## src/rtl/ov7670_emu_pkg.sv

```systemverilog
// Shared types and helpers for the OV7670 frame emulator.
//   state_t   : vertical frame sequencer states
//   pattern_t : selectable test-pattern encodings (matches pattern_sel)
//   cnt_width : counter width for a count of n, never narrower than 1 bit
//   max4      : largest of four integers, used to size the shared line counter
package ov7670_emu_pkg;

  typedef enum logic [2:0] {
    IDLE   = 3'd0,
    SYNC   = 3'd1,
    BACK   = 3'd2,
    ACTIVE = 3'd3,
    FRONT  = 3'd4
  } state_t;

  typedef enum logic [1:0] {
    PAT_XRAMP = 2'd0,
    PAT_YRAMP = 2'd1,
    PAT_CONST = 2'd2,
    PAT_XOR   = 2'd3
  } pattern_t;

  function automatic int cnt_width(input int n);
    return (n <= 1) ? 1 : $clog2(n);
  endfunction

  function automatic int max4(input int a, input int b, input int c, input int d);
    int m;
    m = a;
    if (b > m) m = b;
    if (c > m) m = c;
    if (d > m) m = d;
    return m;
  endfunction

endpackage

```

## src/rtl/ov7670_frame_emulator_if.sv

```systemverilog
// OV7670 parallel video port as seen on the camera connector.
//   PCLK  : pixel clock
//   VSYNC : frame sync, active high
//   HREF  : line valid, active high
//   D     : 8-bit pixel byte
// master = sensor side (drives), slave = capture side (receives).
interface ov7670_frame_emulator_if;
  logic       PCLK;
  logic       VSYNC;
  logic       HREF;
  logic [7:0] D;

  modport master (output PCLK, output VSYNC, output HREF, output D);
  modport slave  (input  PCLK, input  VSYNC, input  HREF, input  D);
endinterface

```

## src/rtl/ov7670_pattern_gen.sv

```systemverilog
// Combinational test-pattern byte generator.
//   pattern     : pattern selector
//   x, y        : low bytes of pixel index and active-line index
//   const_value : byte emitted by the constant pattern
//   frame_count : completed-frame counter, mixed into the XOR pattern
//   value       : resulting pixel byte
module ov7670_pattern_gen
  import ov7670_emu_pkg::*;
(
  input  pattern_t   pattern,
  input  logic [7:0] x,
  input  logic [7:0] y,
  input  logic [7:0] const_value,
  input  logic [7:0] frame_count,
  output logic [7:0] value
);

  always_comb begin
    value = 8'h00;
    case (pattern)
      PAT_XRAMP: value = x;
      PAT_YRAMP: value = y;
      PAT_CONST: value = const_value;
      PAT_XOR:   value = x ^ frame_count;
      default:   value = 8'h00;
    endcase
  end

endmodule

```

## src/rtl/ov7670_frame_emulator.sv

```systemverilog
// Transmit-side OV7670 video port model. Produces PCLK (clk/2), VSYNC, HREF
// and raw 8-bit D with selectable test patterns so the capture path can run
// without a sensor.
//   clk          : system clock, only clock
//   reset_       : asynchronous active-low reset
//   enable       : keep producing frames while high
//   pattern_sel  : 0 x ramp, 1 y ramp, 2 constant, 3 x ^ frame_count
//   const_value  : byte for the constant pattern
//   cam          : video port (PCLK/VSYNC/HREF/D), master side
//   frame_done   : one-clk pulse on the last tick of each frame
//   frame_count  : completed-frame counter, wraps at 256
//
// state  | meaning
// -------+---------------------------------------------------------
// IDLE   | no frame; waits for enable on a tick
// SYNC   | VSYNC high for VSYNC_LINES lines
// BACK   | V_BACK blank lines after VSYNC
// ACTIVE | V_ACTIVE lines, HREF high for first H_ACTIVE PCLKs of each
// FRONT  | V_FRONT blank lines, then SYNC (enable) or IDLE
module ov7670_frame_emulator
  import ov7670_emu_pkg::*;
#(
  parameter int H_ACTIVE    = 640,
  parameter int H_BLANK     = 144,
  parameter int V_ACTIVE    = 480,
  parameter int VSYNC_LINES = 3,
  parameter int V_BACK      = 17,
  parameter int V_FRONT     = 10
) (
  input  logic                    clk,
  input  logic                    reset_,
  input  logic                    enable,
  input  logic [1:0]              pattern_sel,
  input  logic [7:0]              const_value,
  ov7670_frame_emulator_if.master cam,
  output logic                    frame_done,
  output logic [7:0]              frame_count
);

  localparam int LINE_LEN  = H_ACTIVE + H_BLANK;
  localparam int MAX_LINES = max4(VSYNC_LINES, V_BACK, V_ACTIVE, V_FRONT);
  localparam int PIX_W     = cnt_width(LINE_LEN);
  localparam int LINE_W    = cnt_width(MAX_LINES);

  localparam logic [PIX_W-1:0]  PIX_LAST    = PIX_W'(LINE_LEN - 1);
  localparam logic [PIX_W-1:0]  PIX_HACT    = PIX_W'(H_ACTIVE);
  localparam logic [LINE_W-1:0] SYNC_LAST   = LINE_W'(VSYNC_LINES - 1);
  localparam logic [LINE_W-1:0] BACK_LAST   = LINE_W'(V_BACK - 1);
  localparam logic [LINE_W-1:0] ACTIVE_LAST = LINE_W'(V_ACTIVE - 1);
  localparam logic [LINE_W-1:0] FRONT_LAST  = LINE_W'(V_FRONT - 1);

  state_t            state_q, state_nxt;
  logic              pclk_q;
  logic              tick;
  logic [PIX_W-1:0]  pix_q, pix_nxt;
  logic [LINE_W-1:0] line_q, line_nxt;
  pattern_t          pat_q;
  logic [7:0]        const_q;
  logic [7:0]        frame_count_q;
  logic              frame_done_q;
  logic              vsync_q, href_q;
  logic [7:0]        d_q;
  logic              vsync_nxt, href_nxt;
  logic [7:0]        d_nxt;
  logic              line_end, last_line, frame_end, sync_entry;
  logic [7:0]        x_byte, y_byte, pat_byte;

  // PCLK falls on the clk edge where pclk_q is currently 1; every
  // frame-timing register advances only on that edge.
  assign tick     = pclk_q;
  assign line_end = (pix_q == PIX_LAST);

  always_comb begin
    last_line = 1'b0;
    case (state_q)
      SYNC:    last_line = (line_q == SYNC_LAST);
      BACK:    last_line = (line_q == BACK_LAST);
      ACTIVE:  last_line = (line_q == ACTIVE_LAST);
      FRONT:   last_line = (line_q == FRONT_LAST);
      default: last_line = 1'b0;
    endcase
  end

  // State register
  always_ff @(posedge clk or negedge reset_) begin
    if (!reset_)   state_q <= IDLE;
    else if (tick) state_q <= state_nxt;
  end

  // Next-state logic (applied only on ticks)
  always_comb begin
    state_nxt = state_q;
    case (state_q)
      IDLE:   if (enable) state_nxt = SYNC;
      SYNC:   if (line_end && last_line) state_nxt = BACK;
      BACK:   if (line_end && last_line) state_nxt = ACTIVE;
      ACTIVE: if (line_end && last_line) state_nxt = FRONT;
      FRONT:  if (line_end && last_line) state_nxt = enable ? SYNC : IDLE;
      default: state_nxt = IDLE;
    endcase
  end

  // Output / counter logic: everything here describes the position the
  // port will be at after the coming tick, so the registered outputs line
  // up with the registered state.
  always_comb begin
    pix_nxt  = '0;
    line_nxt = '0;
    if (state_q != IDLE) begin
      if (line_end) begin
        pix_nxt  = '0;
        line_nxt = (state_nxt != state_q) ? '0 : line_q + LINE_W'(1);
      end else begin
        pix_nxt  = pix_q + PIX_W'(1);
        line_nxt = line_q;
      end
    end
    vsync_nxt  = (state_nxt == SYNC);
    href_nxt   = (state_nxt == ACTIVE) && (pix_nxt < PIX_HACT);
    d_nxt      = href_nxt ? pat_byte : 8'h00;
    frame_end  = tick && (state_q == FRONT) && line_end && last_line;
    sync_entry = tick && (state_nxt == SYNC) && (state_q != SYNC);
  end

  // Counters can be narrower or wider than a byte; the pattern only ever
  // sees their low 8 bits.
  if (PIX_W >= 8) begin : g_x_trunc
    assign x_byte = pix_nxt[7:0];
  end else begin : g_x_ext
    assign x_byte = {{(8-PIX_W){1'b0}}, pix_nxt};
  end

  if (LINE_W >= 8) begin : g_y_trunc
    assign y_byte = line_nxt[7:0];
  end else begin : g_y_ext
    assign y_byte = {{(8-LINE_W){1'b0}}, line_nxt};
  end

  ov7670_pattern_gen u_pattern_gen (
    .pattern     (pat_q),
    .x           (x_byte),
    .y           (y_byte),
    .const_value (const_q),
    .frame_count (frame_count_q),
    .value       (pat_byte)
  );

  always_ff @(posedge clk or negedge reset_) begin
    if (!reset_) begin
      pclk_q        <= 1'b0;
      pix_q         <= '0;
      line_q        <= '0;
      vsync_q       <= 1'b0;
      href_q        <= 1'b0;
      d_q           <= 8'h00;
      pat_q         <= PAT_XRAMP;
      const_q       <= 8'h00;
      frame_count_q <= 8'h00;
      frame_done_q  <= 1'b0;
    end else begin
      pclk_q       <= ~pclk_q;
      frame_done_q <= frame_end;
      if (tick) begin
        pix_q   <= pix_nxt;
        line_q  <= line_nxt;
        vsync_q <= vsync_nxt;
        href_q  <= href_nxt;
        d_q     <= d_nxt;
      end
      // Pattern fields freeze for the whole frame at SYNC entry.
      if (sync_entry) begin
        pat_q   <= pattern_t'(pattern_sel);
        const_q <= const_value;
      end
      if (frame_end) frame_count_q <= frame_count_q + 8'd1;
    end
  end

  assign cam.PCLK    = pclk_q;
  assign cam.VSYNC   = vsync_q;
  assign cam.HREF    = href_q;
  assign cam.D       = d_q;
  assign frame_done  = frame_done_q;
  assign frame_count = frame_count_q;

endmodule

```

## src/flat_wrapper.sv

```systemverilog
// flat-port wrapper written by rule: the top's interface ports become plain ports
module ov7670_frame_emulator_flat import ov7670_emu_pkg::*;
#(
  parameter int H_ACTIVE    = 640,
  parameter int H_BLANK     = 144,
  parameter int V_ACTIVE    = 480,
  parameter int VSYNC_LINES = 3,
  parameter int V_BACK      = 17,
  parameter int V_FRONT     = 10
)
  (clk, reset_, enable, pattern_sel, const_value, frame_done, frame_count, cam_PCLK, cam_VSYNC, cam_HREF, cam_D);
  ov7670_frame_emulator_if cam_i ();
  input  logic clk;
  input  logic reset_;
  input  logic enable;
  input  logic [1:0] pattern_sel;
  input  logic [7:0] const_value;
  output logic frame_done;
  output logic [7:0] frame_count;
  output wire logic [$bits(cam_i.PCLK)-1:0] cam_PCLK;
  output wire logic [$bits(cam_i.VSYNC)-1:0] cam_VSYNC;
  output wire logic [$bits(cam_i.HREF)-1:0] cam_HREF;
  output wire logic [$bits(cam_i.D)-1:0] cam_D;
  assign cam_PCLK = cam_i.PCLK;
  assign cam_VSYNC = cam_i.VSYNC;
  assign cam_HREF = cam_i.HREF;
  assign cam_D = cam_i.D;
  ov7670_frame_emulator #(.H_ACTIVE(H_ACTIVE), .H_BLANK(H_BLANK), .V_ACTIVE(V_ACTIVE), .VSYNC_LINES(VSYNC_LINES), .V_BACK(V_BACK), .V_FRONT(V_FRONT)) u_core (.clk(clk), .reset_(reset_), .enable(enable), .pattern_sel(pattern_sel), .const_value(const_value), .cam(cam_i), .frame_done(frame_done), .frame_count(frame_count));
endmodule
```

## config.mk

```make
export PLATFORM = sky130hd
export DESIGN_NAME = ov7670_frame_emulator_flat
export DESIGN_NICKNAME = d
export VERILOG_FILES = /design/src/rtl/ov7670_emu_pkg.sv /design/src/rtl/ov7670_frame_emulator_if.sv /design/src/rtl/ov7670_pattern_gen.sv /design/src/rtl/ov7670_frame_emulator.sv /design/src/flat_wrapper.sv
export SDC_FILE = /design/constraint.sdc
export NUM_CORES = 1
export LEC_CHECK = 0
export ABC_AREA = 1
export BUFFER_PORTS_ARGS = -buffer_cell sky130_fd_sc_hd__buf_2
export CAP_MARGIN = 20
export CORE_ASPECT_RATIO = 0.7
export CORE_MARGIN = 2
export CORE_UTILIZATION = 60
export CTS_BUF_LIST = sky130_fd_sc_hd__clkbuf_2
export CTS_CLUSTER_SIZE = 25
export DETAILED_ROUTE_END_ITERATION = 10
export PLACE_DENSITY = 0.81
export SYNTH_ARGS = -nofsm -noshare
export SYNTH_HDL_FRONTEND = slang
export SYNTH_SLANG_ARGS = --single-unit
export TNS_END_PERCENT = 30
```

## constraint.sdc

```tcl
create_clock -name clk -period 3.6 [get_ports clk]
set_input_delay 1.08 -clock clk [delete_from_list [all_inputs] [get_ports clk]]
set_output_delay 1.08 -clock clk [all_outputs]
set_load 0.02 [all_outputs]
```

**Word-level counts from Yosys, hierarchy flattened**

Cells that the tools add are included.

- Multiplexer cells: 15
- Order comparisons: 1
- Div/mod/pow operators: 0
- Reductions and logical operators: 11
- Shifts and indexed selects: 0
- Bitwise gates (word level): 2
- Equality and inequality tests: 17
- Add/subtract/negate cells: 3
- Multiply operators: 0

Operator list:

| cell | number |
|---|---|
| $pmux 8 s4 | 1 |
| $mux 9 | 3 |
| $mux 10 | 2 |
| $mux 3 | 5 |
| $pmux 3 s5 | 1 |
| $add 10x1->10 const B | 1 |
| $eq 10x10->1 const B | 1 |
| $lt 10x10->1 const B | 1 |
| $add 9x1->9 const B | 1 |
| $eq 3x2->1 const B | 3 |
| $eq 9x2->1 const B | 1 |
| $eq 9x4->1 const B | 1 |
| $eq 9x5->1 const B | 1 |
| $eq 9x9->1 const B | 1 |
| $add 8x1->8 const B | 1 |
| $mux 8 | 1 |
| $xor 8x8->8 | 1 |
| $logic_and 1x1->1 | 7 |
| $eq 3x1->1 const B | 2 |
| $eq 2x2->1 const B | 2 |
| $pmux 1 s4 | 1 |
| $eq 3x3->1 const B | 1 |
| $logic_not 3->1 | 1 |
| $ne 3x1->1 const B | 1 |
| 8 further kinds | 8 |

- Latch bits: 0
- Logic and storage cells: 61
- Register bits: 52
- Memory bits (read-only): 0
- Bits in writable memories: 0
- Input port bits: 13
- Memories kept: 0

**Depth between registers and ports, before layout**

Gate-level depths: netlist (run 1).

- Depth in word-level cells: 11
- Depth in mapped cells: 17

**Cells and area by module**

Synthesis (run 1) repeated with hierarchy kept, for this count alone.

- Cells, all modules: 480
- Area, all modules: 3515.9 µm²

Modules (own cells, without submodules):

| module | area each (µm²) | times used | cells each | sequential area each (µm²) |
|---|---|---|---|---|
| ov7670_frame_emulator | 2995.4 | 1 | 385 | 1301.2 |
| ov7670_pattern_gen | 520.5 | 1 | 95 | 0.0 |

**Least setup slack after synthesis (run 1)**

Ideal clock, no wire load.

- Kind: input port to flip-flop
- From: input enable
- To: register u_core.pat_q[1]
- Arrival: 1.867 ns
- Buffers on the path: 0
- Stages: 11
- Slack: 1.616 ns
- Cells stage by stage: inv_1 o22ai_1 nand3_1 nand2_2 inv_2 nand2_2 nand2_2 inv_2 nand3_4 nand2_1 nand2_1

- Cells in the longest elaborated chain, start to end: 6

Ends and longest elaborated chain:

| element | line | text |
|---|---|---|
| from (decl) | flat_wrapper.sv:15 | `input logic enable;` |
| $mux 1 | ov7670_frame_emulator.sv:98 | `FRONT: if (line_end && last_line) state_nxt = enable ? SYNC : IDLE;` |
| $mux 3 | ov7670_frame_emulator.sv:98 |  |
| $pmux 3 s5 (*) | ov7670_frame_emulator.sv:93 | `case (state_q)` |
| $eq 3x1->1 (*) | ov7670_frame_emulator.sv:122 | `sync_entry = tick && (state_nxt == SYNC) && (state_q != SYNC);` |
| $logic_and 1x1->1 (*) (2 in a row) | ov7670_frame_emulator.sv:122 |  |
| to (signal assigned) | ov7670_frame_emulator.sv:172 | `pat_q <= pattern_t'(pattern_sel);` |
| to (decl) | ov7670_frame_emulator.sv:57 | `pattern_t pat_q;` |

Mark *: on every way between the ends. The rest lies on a longest branch, timed or not.
A chain may end at the register's enable or synchronous reset.

**Final worst setup path (run 1)**

- From: register u_core.pix_q[0]
- To: register u_core.const_q[1]

- Cells in the longest elaborated chain, start to end: 7

Ends and longest elaborated chain:

| element | line | text |
|---|---|---|
| from (decl) | ov7670_frame_emulator.sv:55 | `logic [PIX_W-1:0] pix_q, pix_nxt;` |
| from (signal assigned) | ov7670_frame_emulator.sv:164 | `pix_q <= pix_nxt;` |
| $eq 10x10->1 (*) | ov7670_frame_emulator.sv:71 | `assign line_end = (pix_q == PIX_LAST);` |
| $logic_and 1x1->1 (*) | n/a |  |
| $mux 3, on equally long branches | n/a |  |
| $pmux 3 s5 (*) | ov7670_frame_emulator.sv:93 |  |
| $eq 3x1->1 (*) | ov7670_frame_emulator.sv:122 |  |
| $logic_and 1x1->1 (*) (2 in a row) | ov7670_frame_emulator.sv:122 |  |
| to (signal assigned) | ov7670_frame_emulator.sv:173 | `const_q <= const_value;` |
| to (decl) | ov7670_frame_emulator.sv:58 | `logic [7:0] const_q;` |

Marked as above.

==> run_results.csv, run 1 <==
group,metric,value,unit
sta,period_share,0.709,
sta,drv_slew,0,
layout,final_net_count,519,
outcome,outcome,"complete, no violations",
critical_path,critical_path_class,"flip-flop to flip-flop",
routing,via_per_inst,5.58,
clock_network,h-tree-depth,2,
grt,antenna_found_initial,0,
floorplanning,chipHeight,66.0,um
floorplanning,die_area,0.00610,sq mm
sta,setup_viol,0,
routing,totalWireLength,8.19,mm
clock_network,postCtsSetupRepairBufs,0,
grt,grt_util_met1,0.432,
layout,synthToLayoutAreaGrowth,7.84,%
pwr,intPower,702,uW
clock_network,postCtsHoldBufs,0,
logic_synthesis,yosys_warnings,0,
logic_synthesis,syn-mean-instance-area,6.97,sq um
pwr,p_comb_frac,0.021,
grt,top_usage_layer,"met1",
clock_network,clk_path_buf_depth,2,
sta,hold_violations,0,
sta,finalCriticalPeriod,2550,ps
grt,grt_pass1_vias,2936,
grt,grt_pass1_wl,14.0,mm
critical_path,crit_arrival,2920,ps
grt,met2_usage,0.431,
hold_path,hp-class,"flip-flop to flip-flop",
logic_synthesis,post_synth_inst_count,472,
pwr,p_clk_frac,0.327,
routing,wire_per_inst,14.3,um
clock_network,clock-sinks,52,
layout,antenna_cells,0,
sta,fin_tns_setup,0,ps
logic_synthesis,synth.top_cell.area_share,0.396,
clock_network,cts.reportedPaths.clkPinSlew,250,ps
logic_synthesis,synth_cell_type_count,34,
critical_path,max_stage_delay,470,ps
clock_network,cts_root_buf,"clkbuf_2",
layout,ff_latch_area,0.00130,sq mm
sta,setup_ws,1050,ps
logic_synthesis,synth_fp_nets,488,
grt,grt_max_degree,39,
routing,drcViolationCount,0,
logic_synthesis,ys_seq_area_frac,0.396,
critical_path,cp_cell_sequence,"ha_1, nand2_1, nor2_1, nand4_1, nor2_2, nand3_1, nor2_2, nand3_1, nand2_1, nor2_4, inv_2, nand3_4, nand2_1, nand2_1",
flow_run,max_cap_violations,0,
place,post-place-ws,1130,ps
critical_path,start_kind,"flip-flop",
pwr,power.leakage,1.96,nW
layout,n_fill_cell,474,
floorplanning,io-pin-count,33,
place,place_hpwl,6.38,mm
pwr,p_seq_frac,0.652,
logic_synthesis,netlist_area,0.00329,sq mm
pwr,pwr_density_cell,253,mW/mm^2
sta,finalClockSkew,16.3,ps
critical_path,cp_max_fo,11,
sta,worstMarginPinSlew,839,ps
routing,drtAntennaViolNets,0,
clock_network,cts_tree,"done",
logic_synthesis,synth_top_area_cell,"dfrtp_1",
clock_network,post_cts_resized,0,
floorplanning,rows,22,
routing,firstDrtPassIters,5,
floorplanning,coreArea,0.00526,sq mm
logic_synthesis,synth_seq_cells,52,
sta,fmax,392,MHz
pwr,ir_drop,0.000148,V
clock_network,insertion_delay,440,ps
sta,rsz0062_at_grt,"false",
grt,grtUsageTotal,0.294,
logic_synthesis,yosys-top-cells-area,"dfrtp_1, nand2_1, o21ai_0",
pwr,swShare,0.219,
critical_path,crit_path_end_kind,"flip-flop",
routing,first_iter_violations,254,
layout,multi_input_area,0.00167,sq mm
critical_path,cpMaxStageDelayCell,"dfrtp_1",
floorplanning,start_util,0.626,
place,io_buffers,32,
pwr,netSwitchingPower,197,uW
floorplanning,die_x,92.5,um
grt,use_met3,0.0741,
sta,relSlewSlack,0.441,
grt,overflow,0,
critical_path,cp_top_family,"simple AND/OR/NAND/NOR gates",
critical_path,crit_top_cell,"nand2_1",
layout,drive_gt1_frac,0.141,
clock_network,cts_buffers,5,
routing,via_count,3201,
place,place_congestion,0.968,
critical_path,worst-path-buf-inv,1,
critical_path,crit_required,3970,ps
-- per-stage QoR --
stage	power, mW	hold WS, ps	std cells	cell area (sq um)	util
floorplan	0.596	437	472	3290	-
global placement	0.615	453	568	3490	0.664
detailed placement	0.615	463	568	3490	0.664
CTS	0.901	515	574	3550	0.675
global route	0.922	526	574	3550	0.675
finish	0.898	511	574	3550	0.675
-- synth_stat cells (all sizes together) --
library cell	number
o21ai	53
inv	63
xnor2	1
a31o	1
buf	7
nand3	50
a21oi	11
xor2	8
dfrtp	52
nand2	143
nand4	14
clkbuf	4
nor3	8
or2	3
o21a	1
nor4	2
a211oi	1
clkinv	2
nand3b	2
o22ai	1
ha	3
nor2	42
-- layer usage --
metal	vias up	share of wire
met2	166	0.41
met5	-	0
met3	12	0.099
met1	1440	0.47
li1	1583	-
met4	0	0.015
-- final cells by class --
type	count	share of cell area
Timing Repair Buffer	35	0.0515
Clock inverter	1	0.00847
Tap cell	72	0.0254
Multi-Input combinational cell	344	0.472
Clock buffer	5	0.00705
Sequential cell	52	0.367
Inverter	65	0.0688
-- state kept, by name, indices dropped and copies added (netlist names) --
register,cells
u_core.state_q,3
u_core.cam.D,8
u_core.frame_count,8
u_core.line_q,9
u_core.cam.HREF,1
u_core.frame_done,1
u_core.cam.VSYNC,1
u_core.const_q,8
u_core.pat_q,2
u_core.pix_q,10
u_core.cam.PCLK,1
-- cell families (layout without fill, tap and decap cells) --
group	Yosys count	in the layout	share of synthesized area
DFF	52	52	0.396
adders and majority gates	3	3	0.0114
xor gates and xnor gates	9	9	0.0240
and+or+nand+nor	264	264	0.364
AOI/OAI and AO/OA	68	68	0.110
buffers and inverters	76	106	0.0955
-- worst register-to-register path: cells and delay by family (launching register included) --
kind | cells | cell delay, ps
DFF | 1 | 470
buffers and inverters | 1 | 160
and+or+nand+nor | 12 | 1640
adders and majority gates | 1 | 200
-- path summary, 6_finish.rpt --
kind / start / end / slack, ps / cells past startpoint
max: u_core.pix_q[0]$_DFFE_PN0P_ / u_core.const_q[1]$_DFFE_PN0P_ / 1050 / 14
min: u_core.const_q[7]$_DFFE_PN0P_ / u_core.const_q[7]$_DFFE_PN0P_ / 510 / 2
max reg2reg: u_core.pix_q[0]$_DFFE_PN0P_ / u_core.const_q[1]$_DFFE_PN0P_ / 1050 / 14
min reg2reg: u_core.const_q[7]$_DFFE_PN0P_ / u_core.const_q[7]$_DFFE_PN0P_ / 510 / 2
max in group asynchronous: reset_ / u_core.pat_q[1]$_DFFE_PN0P_ / 2280 / 2
min in group asynchronous: reset_ / u_core.line_q[8]$_DFFE_PN0P_ / 690 / 1
-- layout by cell type (no fill, tap or decap), types with 5 or more instances in the layout --
cell type and n:
a21oi_1 11, buf_2 32, clkbuf_2 5, dfrtp_1 52, inv_1 55, inv_2 8, nand2_1 137, nand2_2 6
nand3_1 47, nand4_1 14, nor2_1 36, nor3_1 6, o21ai_0 50, xor2_1 8
-- power by group through the flow --
stage               Combinational [mW]  Sequential, mW  Clock, mW
finish                          0.0189           0.586      0.294
global route                    0.0228           0.586      0.314
CTS                             0.0200           0.586      0.296
detailed placement              0.0200           0.595          0
global placement                0.0199           0.595          0
floorplan                     0.000363           0.595          0
(Power assumes the default switching activity.)
==> run 2, diff against run 1 <==
Settings changed: CORE_UTILIZATION 60 to 55, PLACE_DENSITY 0.81 to 0.78.
Clock period 3.6 ns to 2.3 ns, I/O delays scaled along.
==> run 2 against run 1 <==
The flow now finishes with violations (setup timing). Clock power up 62%. Wire length up 8.5%. Combinational power up 73%. Register-to-register slack worse by 1100 ps. Fmax up 11%. Clock skew down 6.2 ps. Count of clock-buffer cells in the layout unchanged. Sequential cell count unchanged.
==> run_results.csv, run 2 (same netlist as run 1, synthesis figures left out) <==
group,metric,value,unit
clock_network,h-tree-depth,2,
grt,grt_pass1_vias,2950,
routing,via_per_inst,5.50,
layout,final_net_count,545,
grt,antenna_found_initial,0,
layout,synthToLayoutAreaGrowth,16.7,%
floorplanning,start_util,0.572,
critical_path,reg2reg_depth,16,
critical_path,r2r_slack,-5,ps
clock_network,postCtsHoldBufs,0,
layout,drive_gt1_frac,0.206,
sta,relSlewSlack,0.594,
critical_path,crit_start,"u_core.pix_q[1]$_DFFE_PN0P_",
routing,totalWireLength,8.88,mm
clock_network,clk_path_buf_depth,2,
critical_path,crit_path_end,"u_core.cam.D[4]$_DFFE_PN0P_",
layout,n_fill_cell,507,
flow_run,max_cap_violations,0,
critical_path,max_stage_delay,450,ps
critical_path,r2r-end,"u_core.cam.D[4]$_DFFE_PN0P_",
floorplanning,die_area,0.00663,sq mm
clock_network,insertion_delay,460,ps
critical_path,cpMaxStageDelayCell,"dfrtp_1",
clock_network,cts_tree,"done",
layout,antenna_cells,0,
layout,largest_reg_flops,10,
critical_path,cp_max_fo,6,
sta,hold-worst-slack,160,ps
critical_path,crit_arrival,2720,ps
routing,via_count,3330,
outcome,outcome,"finished with violations",
floorplanning,die_x,96.4,um
sta,setup_viol,1,
critical_path,crit_required,2720,ps
outcome,failed_checks,"setup timing",
routing,wire_per_inst,14.7,um
hold_path,hp-class,"input port to asynchronous set/reset pin",
routing,drcViolationCount,0,
critical_path,critical_path_class,"flip-flop to flip-flop",
layout,layout_commonest_cell,"nand2_1",
critical_path,crit_top_cell,"nand2_1",
sta,finalClockSkew,10.1,ps
critical_path,r2r-start,"u_core.pix_q[1]$_DFFE_PN0P_",
pwr,power,1.42,mW
floorplanning,chipHeight,68.7,um
clock_network,cts_root_buf,"clkbuf_2",
routing,firstDrtPassIters,6,
clock_network,cts.reportedPaths.clkPinSlew,260,ps
sta,fmax,434,MHz
layout,layout_common_cells,"nand2_1, inv_1, o21ai_0, dfrtp_1, nand3_1",
floorplanning,coreArea,0.00576,sq mm
floorplanning,rows,23,
layout,reg_top3,"u_core.pix_q x10, u_core.line_q x9",
sta,drv_slew,0,
pwr,ir_drop,0.000186,V
critical_path,cp_num_cells,16,
place,place_congestion,0.986,
layout,regMostFlops,"u_core.pix_q",
critical_path,worst-path-buf-inv,3,
floorplanning,io-pin-count,33,
sta,worstMarginPinSlew,602,ps
grt,grt_max_degree,31,
pwr,power.leakage,2.09,nW
critical_path,crit_path_end_kind,"flip-flop",
grt,grtUsageTotal,0.288,
routing,drtAntennaViolNets,0,
critical_path,start_kind,"flip-flop",
grt,grt_pass1_wl,14.3,mm
sta,rsz0062_at_grt,"true",
critical_path,cp_top_family,"simple AND/OR/NAND/NOR gates",
place,post-place-ws,21.2,ps
grt,overflow,0,
clock_network,clock-sinks,52,
place,io_buffers,32,
sta,finalCriticalPeriod,2310,ps
sta,period_share,1.00,
sta,fin_tns_setup,-5.32,ps
pwr,pwr_density_cell,371,mW/mm^2
clock_network,cts_buffers,5,
place,place_hpwl,6.66,mm
sta,setup_ws,-5.32,ps
sta,hold_violations,0,
routing,first_iter_violations,305,
critical_path,cp_cell_sequence,"ha_2, nand2_2, clkinv_1, nand2_2, nor2_4, nand3b_1, nor2_2, nand3_1, nand2_1, inv_2, nor2_4, nand3_4, buf_6, nor2_1, nand2_1, nand2_1",
run 2: worst min path at each step:
stage	start	endpoint	depth (start not counted)
after floorplan	reset_	u_core.cam.D[0]$_DFFE_PN0P_	0
after global routing	reset_	u_core.pix_q[3]$_DFFE_PN0P_	1
after global placement	u_core.cam.D[2]$_DFFE_PN0P_	u_core.cam.D[2]$_DFFE_PN0P_	2
after detailed placement	u_core.cam.D[0]$_DFFE_PN0P_	u_core.cam.D[0]$_DFFE_PN0P_	2
final	reset_	u_core.pix_q[3]$_DFFE_PN0P_	1
after CTS	reset_	u_core.pix_q[3]$_DFFE_PN0P_	1
run 2: worst register-to-register path, cell delays in order (launching register included):
cell      delay, ps
dfrtp_1         450
ha_2            210
nand2_2          70
clkinv_1         80
nand2_2          80
nor2_4          160
nand3b_1        110
nor2_2          160
nand3_1         110
nand2_1          80
inv_2            40
nor2_4          170
nand3_4         160
buf_6           170
nor2_1           80
nand2_1          60
nand2_1          60
run 2: final cells by class:
type                            count  area (sq um)  share of cell area
Clock buffer                        5          25.0             0.00652
Clock inverter                      3          37.5             0.00978
Inverter                           65           251              0.0655
Multi-Input combinational cell    345          1740               0.452
Sequential cell                    52          1300               0.340
Tap cell                           75          93.8              0.0244
Timing Repair Buffer               59           387               0.101
Timing Repair inverter              1          5.00             0.00130
run 2: stage by stage:
step	area [sq um]	std cells	utilization
after floorplan	3290	472	-
after global placement	3620	586	0.629
after detailed placement	3620	586	0.629
after CTS	3690	594	0.641
after global routing	3840	605	0.667
final	3840	605	0.667
run 2: layer usage:
metal / up-vias / GRT usage / wire (um)
li1: 1632 / - / -
met1: 1539 / 0.427 / 4280
met2: 143 / 0.419 / 3670
met3: 16 / 0.0652 / 774
met4: 0 / 0.0863 / 160
met5: - / 0 / 0
run 2: timing repair:
item,in CTS,in global routing
endpoints found under the setup margin,6,31
setup buffers,0,9
resized for setup,1,25
cloned,0,2
pin swaps,0,15
run 2: power by group:
part	total (mW)	switching (mW)	leakage [nW]	internal [mW]
registers	0.917	0	0.653	0.917
clock network	0.475	0.298	0.0380	0.177
logic	0.0327	0.0220	1.40	0.0106
total	1.42	0.320	2.09	1.10
==> run 3, diff against run 2 <==
Settings changed: CORE_UTILIZATION 55 to 56, HOLD_SLACK_MARGIN set to 0.03, PLACE_DENSITY 0.78 to 0.79, SYNTH_HIERARCHICAL set to 1.
==> run 3 against run 2 <==
The flow still finishes with violations (setup timing). Combinational power fell by 2%. Die area rose by 4.7%. Sequential power barely moved. Setup slack got worse by 220 ps. Fmax fell by 8.8%. Utilization rose by 2.6 points. Hold slack improved by 2.8 ps. Via count rose by 0.51%. Register-to-register slack got worse by 220 ps. Clock skew barely moved. Critical path type unchanged. Highest routed layer unchanged.
==> run_results.csv, run 3 <==
group,metric,value,unit
clock_network,postCtsHoldBufs,0,
place,postPlaceCellArea,0.00404,sq mm
layout,layout_common_cells,"nand2_1, inv_1, dfrtp_1",
floorplanning,die_area,0.00694,sq mm
routing,first_iter_violations,268,
logic_synthesis,synth_fp_nets,496,
logic_synthesis,synth_most_common_cell,"nand2_1",
layout,final_net_count,568,
clock_network,cts.reportedPaths.clkPinSlew,290,ps
floorplanning,chipHeight,70.3,um
logic_synthesis,ys_seq_area_frac,0.370,
critical_path,crit_path_end_kind,"flip-flop",
layout,layout.cells.non_filler,631,
place,place_congestion,0.930,
place,post-place-cells,615,
grt,grt_pass1_vias,3123,
sta,relSlewSlack,0.672,
layout,drive_gt1_frac,0.302,
floorplanning,die_x,98.7,um
floorplanning,coreArea,0.00616,sq mm
clock_network,clock-sinks,52,
sta,rsz0062_at_grt,"true",
logic_synthesis,syn-mean-instance-area,7.32,sq um
outcome,failed_checks,"setup timing",
flow_run,max_cap_violations,0,
logic_synthesis,synth_cell_type_count,37,
layout,post-route-util,0.693,
place,io_buffers,32,
hold_path,hp-class,"input port to asynchronous set/reset pin",
grt,grtUsageTotal,0.273,
critical_path,start_kind,"flip-flop",
grt,grt_max_degree,53,
sta,worstMarginPinSlew,489,ps
clock_network,insertion_delay,460,ps
critical_path,reg2reg_depth,19,
logic_synthesis,synthArstFlopShare,1.00,
routing,via_per_inst,5.30,
sta,fmax,396,MHz
logic_synthesis,synth.top_cell.area_share,0.370,
layout,postLayoutCellArea,0.00427,sq mm
floorplanning,rows,24,
logic_synthesis,synth_edf_count,0,
critical_path,crit_arrival,2960,ps
layout,layout_commonest_cell,"nand2_1",
layout,reg_top3,"u_core/pix_q x10, u_core/line_q x9",
routing,drcViolationCount,0,
logic_synthesis,ys.flop_type,"dfrtp_1",
logic_synthesis,synth_top_area_cell,"dfrtp_1",
grt,antenna_found_initial,0,
clock_network,h-tree-depth,2,
pwr,power.leakage,2.38,nW
sta,period_share,1.10,
sta,hold_violations,0,
sta,finalCriticalPeriod,2530,ps
outcome,outcome,"finished with violations",
grt,grt_pass1_wl,15.1,mm
clock_network,clk_path_buf_depth,2,
floorplanning,start_util,0.571,
sta,setup_viol,14,
logic_synthesis,synthTopCellsByCount,"nand2_1, inv_1, dfrtp_1",
critical_path,cp_max_fo,6,
routing,firstDrtPassIters,5,
routing,wire_per_inst,14.1,um
logic_synthesis,yosys_warnings,6,
pwr,power,1.46,mW
routing,totalWireLength,8.88,mm
sta,fin_tns_setup,-2320,ps
pwr,ir_drop,0.000341,V
logic_synthesis,yosys-top-cells-area,"dfrtp_1, nand2_1, inv_1",
critical_path,critical_path_class,"flip-flop to flip-flop",
logic_synthesis,post_synth_inst_count,480,
sta,finalClockSkew,10.1,ps
grt,overflow,0,
logic_synthesis,synth_seq_cells,52,
sta,drv_slew,0,
layout,synthToLayoutAreaGrowth,21.4,%
clock_network,cts_root_buf,"clkbuf_2",
layout,regMostFlops,"u_core/pix_q",
pwr,pwr_density_cell,341,mW/mm^2
place,place_hpwl,6.40,mm
layout,largest_reg_flops,10,
clock_network,cts_tree,"done",
logic_synthesis,netlist_area,0.00352,sq mm
sta,setup_ws,-228,ps
critical_path,crit_required,2730,ps
routing,via_count,3347,
clock_network,cts_buffers,5,
layout,antenna_cells,0,
routing,drtAntennaViolNets,0,
floorplanning,io-pin-count,33,
[run 3: cell families after synthesis]
group / Yosys count / synth area share
xor+xnor: 12 / 0.0299
simple gates: 274 / 0.413
compound gates: 45 / 0.0669
flops: 52 / 0.370
buf+inv: 94 / 0.110
fa+ha+maj: 3 / 0.0107
[run 3: path summary, 6_finish.rpt]
| kind | slack (ps) | from | endpoint |
|---|---|---|---|
| min in group clk | 410 | const_value[7] | u_core/const_q[7]$_DFFE_PN0P_ |
| worst min-delay path | 160 | reset_ | u_core/cam.VSYNC$_DFFE_PN0P_ |
| worst max-delay path | -230 | u_core/pix_q[0]$_DFFE_PN0P_ | u_core/cam.D[2]$_DFFE_PN0P_ |
| max in group asynchronous | 1890 | reset_ | u_core/state_q[1]$_DFFE_PN0P_ |
| worst max register to register | -230 | u_core/pix_q[0]$_DFFE_PN0P_ | u_core/cam.D[2]$_DFFE_PN0P_ |
| worst min register to register | 520 | u_core/cam.D[7]$_DFFE_PN0P_ | u_core/cam.D[7]$_DFFE_PN0P_ |
[run 3: power by group]
group | total, mW | switching, mW | internal [mW]
logic | 0.0320 | 0.0214 | 0.0106
registers | 0.917 | 0 | 0.917
clock network | 0.506 | 0.324 | 0.182
total | 1.46 | 0.345 | 1.11
[run 3: stage by stage]
| step | setup slack (ps) | hold WS (ps) |
|---|---|---|
| 2_1_floorplan | -21.8 | 394 |
| 3_3_place_gp | -36.9 | 459 |
| 3_5_place_dp | -111 | 464 |
| 6_report | -228 | 163 |
| 4_1_cts | -62.6 | 161 |
| 5_1_grt | -418 | 122 |
[run 3: what timing repair did]
| item | 4_1_cts | 5_1_grt |
|---|---|---|
| setup buffers | 5 | 3 |
| resized for setup | 13 | 16 |
| pin swaps | 7 | 17 |
| endpoints found under the setup margin | 8 | 27 |
[run 3: final cells by class]
class / count / area (sq um)
clock buffers: 5 / 25.0
clock inverters: 3 / 42.5
fillers: 487 / 1890
inverters: 82 / 323
multi-input cells: 334 / 1940
flip-flops and latches: 52 / 1300
well taps: 78 / 97.6
repair buffers: 77 / 539
[run 3: per-layer routing]
metal | routed length, um | global-route usage
met1 | 4300 | 0.411
met2 | 3900 | 0.409
met3 | 564 | 0.0400
met4 | 116 | 0.0761
met5 | 0 | 0
[run 3: critical path: stages, from the launching register on]
cell     delay, ps
dfrtp_1        420
ha_2           220
nand3_4        100
nor3_4         280
nand2_4         80
nor2_4         140
nand4_1        150
nand3_2        130
nand2_2         60
nand2_2         80
nand3_4         70
nand2_4        110
nand2_4         90
nor2_1         120
nand3_1        100
nand2_1         90
inv_1           50
nand3_2         50
nand3_1         80
nand2_1         80
